`config.mk`:
```
export PLATFORM = sky130hd
export DESIGN_NAME = rv32i_mem_port_arbiter
export DESIGN_NICKNAME = d
export VERILOG_FILES = /design/src/rtl/rv32i_mem_port_arbiter.sv
export SDC_FILE = /design/constraint.sdc
export NUM_CORES = 1
export LEC_CHECK = 0
export CAP_MARGIN = 40
export CORE_ASPECT_RATIO = 0.8
export CORE_MARGIN = 8
export CORE_UTILIZATION = 44
export DETAILED_ROUTE_END_ITERATION = 16
export HOLD_SLACK_MARGIN = 0.05
export PLACE_DENSITY = 0.86
export SETUP_SLACK_MARGIN = 0.3
export SKIP_CTS_REPAIR_TIMING = 1
export SYNTH_ARGS = -nofsm -noshare
export SYNTH_HDL_FRONTEND = slang
export SYNTH_SLANG_ARGS = --single-unit
```
`constraint.sdc`:
```
create_clock -name clk -period 9.7 [get_ports clk]
set_clock_uncertainty 0.1 [all_clocks]
set_input_delay 2.425 -clock clk [delete_from_list [all_inputs] [get_ports clk]]
set_output_delay 2.425 -clock clk [all_outputs]
set_load 0.1 [all_outputs]
```
`src/rtl/rv32i_mem_port_arbiter.sv`:
```
// ----------------------------------------------------------------------------
// rv32i_mem_port_arbiter
//
// Purpose:
//   Shares a single unified memory port between the instruction-fetch
//   requester and the load/store requester of a multi-cycle RV32I core.
//   Only one transaction is in flight at a time. Data accesses have fixed
//   priority, but fetch is forced through after IF_STARVE_LIMIT consecutive
//   contested data grants. A transaction that sees no memory response within
//   TIMEOUT_CYCLES is terminated with an error response.
//
// Ports:
//   clk, rst                      clock (rising edge), async active-high reset
//   if_req_valid/addr/ready       fetch request handshake
//   if_rsp_valid/data/err         fetch response (1-cycle pulse)
//   dm_req_valid/we/be/addr/wdata load/store request
//   dm_req_ready                  load/store request accepted
//   dm_rsp_valid/rdata/err        load/store response (1-cycle pulse)
//   mem_req_valid/we/be/addr/wdata/ready   memory request channel
//   mem_rsp_valid/rdata           memory response channel
//   busy                          a transaction is in progress
// ----------------------------------------------------------------------------
module rv32i_mem_port_arbiter #(
    parameter int ADDR_WIDTH      = 32,
    parameter int DATA_WIDTH      = 32,
    parameter int TIMEOUT_CYCLES  = 255,
    parameter int IF_STARVE_LIMIT = 4
) (
    input  logic                    clk,
    input  logic                    rst,

    input  logic                    if_req_valid,
    input  logic [ADDR_WIDTH-1:0]   if_req_addr,
    output logic                    if_req_ready,
    output logic                    if_rsp_valid,
    output logic [DATA_WIDTH-1:0]   if_rsp_data,
    output logic                    if_rsp_err,

    input  logic                    dm_req_valid,
    input  logic                    dm_req_we,
    input  logic [DATA_WIDTH/8-1:0] dm_req_be,
    input  logic [ADDR_WIDTH-1:0]   dm_req_addr,
    input  logic [DATA_WIDTH-1:0]   dm_req_wdata,
    output logic                    dm_req_ready,
    output logic                    dm_rsp_valid,
    output logic [DATA_WIDTH-1:0]   dm_rsp_rdata,
    output logic                    dm_rsp_err,

    output logic                    mem_req_valid,
    output logic                    mem_req_we,
    output logic [DATA_WIDTH/8-1:0] mem_req_be,
    output logic [ADDR_WIDTH-1:0]   mem_req_addr,
    output logic [DATA_WIDTH-1:0]   mem_req_wdata,
    input  logic                    mem_req_ready,
    input  logic                    mem_rsp_valid,
    input  logic [DATA_WIDTH-1:0]   mem_rsp_rdata,

    output logic                    busy
);

    localparam int BE_WIDTH = DATA_WIDTH / 8;
    localparam int TIMER_W  = $clog2(TIMEOUT_CYCLES + 1);
    localparam int STARVE_W = $clog2(IF_STARVE_LIMIT + 1);

    // The timer holds the number of ISSUE/WAIT cycles already completed, so
    // the cycle that completes the limit is the one where it reads LIMIT-1.
    localparam logic [TIMER_W-1:0]  TIMER_LAST = TIMER_W'(TIMEOUT_CYCLES - 1);
    localparam logic [STARVE_W-1:0] STARVE_MAX = STARVE_W'(IF_STARVE_LIMIT);

    typedef enum logic [1:0] {
        S_IDLE,
        S_ISSUE,
        S_WAIT,
        S_RESP
    } state_t;

    state_t                 state;
    logic                   owner_dm;
    logic [TIMER_W-1:0]     timer;
    logic [STARVE_W-1:0]    starve_cnt;
    logic [DATA_WIDTH-1:0]  rdata_q;

    logic                   idle;
    logic                   if_forced;
    logic                   grant_dm;
    logic                   grant_if;
    logic                   timeout_hit;

    assign idle = (state == S_IDLE);
    assign busy = !idle;

    always_comb begin
        if_forced   = if_req_valid && (starve_cnt >= STARVE_MAX);
        grant_dm    = dm_req_valid && !if_forced;
        grant_if    = if_req_valid && !grant_dm;
        // A real response arriving in the final WAIT cycle beats the timeout.
        timeout_hit = (timer == TIMER_LAST) &&
                      ((state == S_ISSUE) || ((state == S_WAIT) && !mem_rsp_valid));
    end

    assign if_req_ready = idle && grant_if;
    assign dm_req_ready = idle && grant_dm;

    always_ff @(posedge clk or posedge rst) begin
        if (rst) begin
            state         <= S_IDLE;
            owner_dm      <= 1'b0;
            timer         <= '0;
            starve_cnt    <= '0;
            rdata_q       <= '0;
            mem_req_valid <= 1'b0;
            mem_req_we    <= 1'b0;
            mem_req_be    <= '0;
            mem_req_addr  <= '0;
            mem_req_wdata <= '0;
            if_rsp_valid  <= 1'b0;
            if_rsp_data   <= '0;
            if_rsp_err    <= 1'b0;
            dm_rsp_valid  <= 1'b0;
            dm_rsp_rdata  <= '0;
            dm_rsp_err    <= 1'b0;
        end else begin
            // Response outputs are single-cycle pulses and read as zero otherwise.
            if_rsp_valid <= 1'b0;
            if_rsp_data  <= '0;
            if_rsp_err   <= 1'b0;
            dm_rsp_valid <= 1'b0;
            dm_rsp_rdata <= '0;
            dm_rsp_err   <= 1'b0;

            if (timeout_hit) begin
                mem_req_valid <= 1'b0;
                state         <= S_IDLE;
                if (owner_dm) begin
                    dm_rsp_valid <= 1'b1;
                    dm_rsp_err   <= 1'b1;
                end else begin
                    if_rsp_valid <= 1'b1;
                    if_rsp_err   <= 1'b1;
                end
            end else begin
                case (state)
                    S_IDLE: begin
                        if (grant_dm) begin
                            owner_dm      <= 1'b1;
                            mem_req_valid <= 1'b1;
                            mem_req_we    <= dm_req_we;
                            mem_req_be    <= dm_req_be;
                            mem_req_addr  <= dm_req_addr;
                            mem_req_wdata <= dm_req_wdata;
                            timer         <= '0;
                            state         <= S_ISSUE;
                            // Only grants that actually held off a fetch count.
                            if (!if_req_valid) begin
                                starve_cnt <= '0;
                            end else if (starve_cnt != STARVE_MAX) begin
                                starve_cnt <= starve_cnt + 1'b1;
                            end
                        end else if (grant_if) begin
                            owner_dm      <= 1'b0;
                            mem_req_valid <= 1'b1;
                            mem_req_we    <= 1'b0;
                            mem_req_be    <= '0;
                            mem_req_addr  <= if_req_addr;
                            mem_req_wdata <= '0;
                            timer         <= '0;
                            starve_cnt    <= '0;
                            state         <= S_ISSUE;
                        end
                    end

                    S_ISSUE: begin
                        timer <= timer + 1'b1;
                        if (mem_req_ready) begin
                            mem_req_valid <= 1'b0;
                            state         <= S_WAIT;
                        end
                    end

                    S_WAIT: begin
                        timer <= timer + 1'b1;
                        if (mem_rsp_valid) begin
                            // Stores complete with an ack only; their data reads 0.
                            rdata_q <= mem_req_we ? '0 : mem_rsp_rdata;
                            state   <= S_RESP;
                        end
                    end

                    S_RESP: begin
                        state <= S_IDLE;
                        if (owner_dm) begin
                            dm_rsp_valid <= 1'b1;
                            dm_rsp_rdata <= rdata_q;
                        end else begin
                            if_rsp_valid <= 1'b1;
                            if_rsp_data  <= rdata_q;
                        end
                    end

                    default: state <= S_IDLE;
                endcase
            end
        end
    end

endmodule

```
==> results.json <==
{
  "setup-tns-final_ps": 0,
  "cts_sinks": 184,
  "power.switching_mw": 2.46,
  "antenna_found_initial": 3,
  "ios": 280,
  "track_usage_pct": 27.3,
  "clkLatencyLatePin_ps": 440,
  "cp_max_fo": 34,
  "routed_wl_um": 29600,
  "ys_top_cells_by_area": "dfrtp_1 62%, o21ai_0 7.0%, and2_1 5.7%, a22o_1 4.3%, mux2i_1 4.3%",
  "synth-async-reset-ratio_pct": 100,
  "setup_violations": 0,
  "swShare_pct": 48.2,
  "crit_type": "input pin to output port",
  "combPwrFrac_pct": 63.8,
  "maxCapViolCount": 0,
  "status": "finished, final reports clean",
  "ant_nets": 0,
  "path_delay_family": "buffers and inverters",
  "arrival_ps": 4780,
  "cts_tree": "built",
  "m1WireLength_um": 10400,
  "final_nets": 1171,
  "rrSetupSlack_ps": 6630,
  "syn_inst": 623,
  "synth_nets": 771,
  "rsz0062_at_grt": "false",
  "cts-buffers-inserted": 17,
  "worst_slew_pin_slew_ps": 825,
  "synth_seq_cells": 184,
  "avgRoutedWirePerCell_um": 23.5,
  "fin_util_pct": 84.5,
  "fin_area_um2": 14000,
  "rows": 42,
  "ff2ff_path_depth": 7,
  "ys.flop_type": "dfrtp_1",
  "seq_area_frac_synth_pct": 61.7,
  "pwr-share-seq_pct": 23.0,
  "cp.required_ps": 7180,
  "max_freq_mhz": 137,
  "synthTopCellsByCount": "184 x dfrtp_1, 105 x o21ai_0, 68 x and2_1, 40 x inv_1, 37 x a22o_1",
  "yosysUniqueCellTypes": 46,
  "worstPathCellList": "clkdlybuf4s50_1, a21boi_4, buf_4, and2_1, clkdlybuf4s50_1, buf_8",
  "leakage_nw": 6.28,
  "start_kind": "input pin",
  "syn_avg_cell_area_um2": 12.0,
  "ctsHtreeMaxLevel": 4,
  "internal_power_mw": 2.64,
  "initial_core_util_pct": 45.1,
  "viasPerCell": 5.48,
  "max-clock-path-buffers": 2,
  "dp_hpwl_um": 21100,
  "hold_depth": 1,
  "die_area_um2": 21400,
  "core_um2": 16600,
  "relSlewSlack_pct": 45.0,
  "post-route-period-util_pct": 75.3,
  "synth_area_leader_cell": "dfrtp_1",
  "cp_slowest_stage_delay_ps": 610,
  "crit_path_start": "if_req_valid",
  "hold_class": "flip-flop to flip-flop",
  "cpMostUsedCell": "clkdlybuf4s50_1",
  "grt_pass1_vias": 7643,
  "end_kind": "output port",
  "period_needed_ps": 7300,
  "vias": 6899,
  "dpl_cell_area_um2": 13400,
  "holdPathEnd": "dm_rsp_rdata[6]",
  "cts-root-buf": "clkbuf_16",
  "dr_wl_met2_um": 16000,
  "netlist.area_leader.share_pct": 61.7,
  "synthToLayoutAreaGrowth_pct": 87.4,
  "firstDrtPassIters": 6,
  "die_h_um": 133,
  "hold_ws_ps": 391,
  "gp_congestion": 0.763,
  "r2r_end": "state[1]",
  "overflow": 0,
  "ir_worst_vdd_mv": 0.332,
  "r2r_start": "timer[0]",
  "cts.clk_slew.worst_paths_ps": 70,
  "drt-initial-drc-count": 464,
  "synth_area_um2": 7470,
  "slowest_stage": "clkdlybuf4s50_1",
  "drc": 0,
  "grt_max_degree": 87,
  "min_from": "rdata_q[6]",
  "final_hold_viol_count": 0,
  "highest_layer": "met4",
  "synth_most_common_cell": "dfrtp_1",
  "die_w_um": 162,
  "drive_gt1_share_pct": 19.1,
  "crit_buf_inv": 4,
  "drv_slew": 0,
  "synth_warnings": 0,
  "port-buffer-count": 279,
  "powerDensity_nw_per_um2": 365,
  "met3_length_um": 1820,
  "n_fill_cell": 722,
  "pwr-share-clk_pct": 13.1,
  "grt_pass1_wl_um": 45000,
  "synth_edf_count": 0
}
[per-layer routing]
metal  vias to the layer above  global-route usage, %
li1                       3011                      -
met1                      3440                   28.6
met2                       366                   50.4
met3                        82                   6.23
met4                         0                   13.7
met5                         -                      0
[worst register-to-register path, delay by kind of cell, from the launching register on]
| family | cells | cell delay [ps] |
|---|---|---|
| simple gates | 1 | 230 |
| compound gates | 3 | 1130 |
| fa+ha+maj | 1 | 190 |
| buf+inv | 2 | 830 |
| flops | 1 | 470 |
[final cells by class]
| class | count | area, µm² | area share, % |
|---|---|---|---|
| antenna | 3 | 7.51 | 0.0537 |
| clock buffer | 18 | 429 | 3.07 |
| clock inverter | 14 | 135 | 0.966 |
| inverter | 40 | 155 | 1.11 |
| multi-input combinational | 350 | 2470 | 17.7 |
| sequential | 184 | 4600 | 32.9 |
| tap | 220 | 275 | 1.97 |
| timing repair buffer | 430 | 5910 | 42.3 |
[metrics by stage]
| stage | setup WS, ps | cells | power [mW] |
|---|---|---|---|
| after CTS | 2410 | 1256 | 5.11 |
| after detailed placement | 2440 | 1224 | 4.41 |
| after global placement | 2130 | 1080 | 3.37 |
| after floorplan | 2170 | 623 | 2.83 |
| final | 2400 | 1259 | 5.10 |
| after global routing | 2330 | 1259 | 5.26 |
[flip-flops by register name, indices dropped and copies added (netlist names), 2 cells and up]
register       count
starve_cnt         3
timer              8
if_rsp_data       32
mem_req_be         4
state              2
mem_req_wdata     32
rdata_q           32
mem_req_addr      32
dm_rsp_rdata      32
[cells by family after synthesis]
logic type                 count (synthesis)  share of synthesized area, %
AOI/OAI and AO/OA                        195                          17.6
DFF                                      184                          61.7
buffers and inverters                     89                          5.50
adders and majority gates                  9                          1.51
muxes                                     33                          4.44
and+or+nand+nor                          113                          9.28
[power groups by stage]
| stage | combinational (mW) | sequential, mW | clock (mW) |
|---|---|---|---|
| final | 3.26 | 1.17 | 0.670 |
| after global routing | 3.35 | 1.19 | 0.711 |
| after CTS | 3.27 | 1.17 | 0.675 |
| after detailed placement | 3.23 | 1.17 | 0 |
| after global placement | 2.23 | 1.14 | 0 |
| after floorplan | 0.480 | 2.35 | 0 |
[cells in the final DEF, fill, tap and decap left out, types with 2 or more instances in the layout]
master,n
clkdlybuf4s50_1,279
dfrtp_1,184
o21ai_0,104
buf_16,72
buf_8,71
and2_1,68
inv_1,39
a22o_1,37
o41ai_1,33
mux2i_1,32
clkbuf_16,17
nand3_1,10
ha_1,9
nor2_1,8
buf_4,7
nand2_1,5
inv_8,5
diode_2,3
a32o_1,3
o31ai_1,3
or2_2,3
inv_6,3
clkinvlp_4,3
and3_1,2
nand2_2,2
a21oi_1,2
nor3b_1,2
or4_1,2
a221oi_1,2
o21ai_1,2
clkinv_4,2
[worst max path at each step]
stage,endpoint,slack [ps],depth (start not counted)
after floorplan,dm_rsp_err,2170,1
after global placement,dm_req_ready,2130,5
after detailed placement,dm_req_ready,2440,6
after CTS,dm_req_ready,2410,6
after global routing,dm_req_ready,2330,6
final,dm_req_ready,2400,6
No activity file was read; power rests on OpenSTA's default activity.
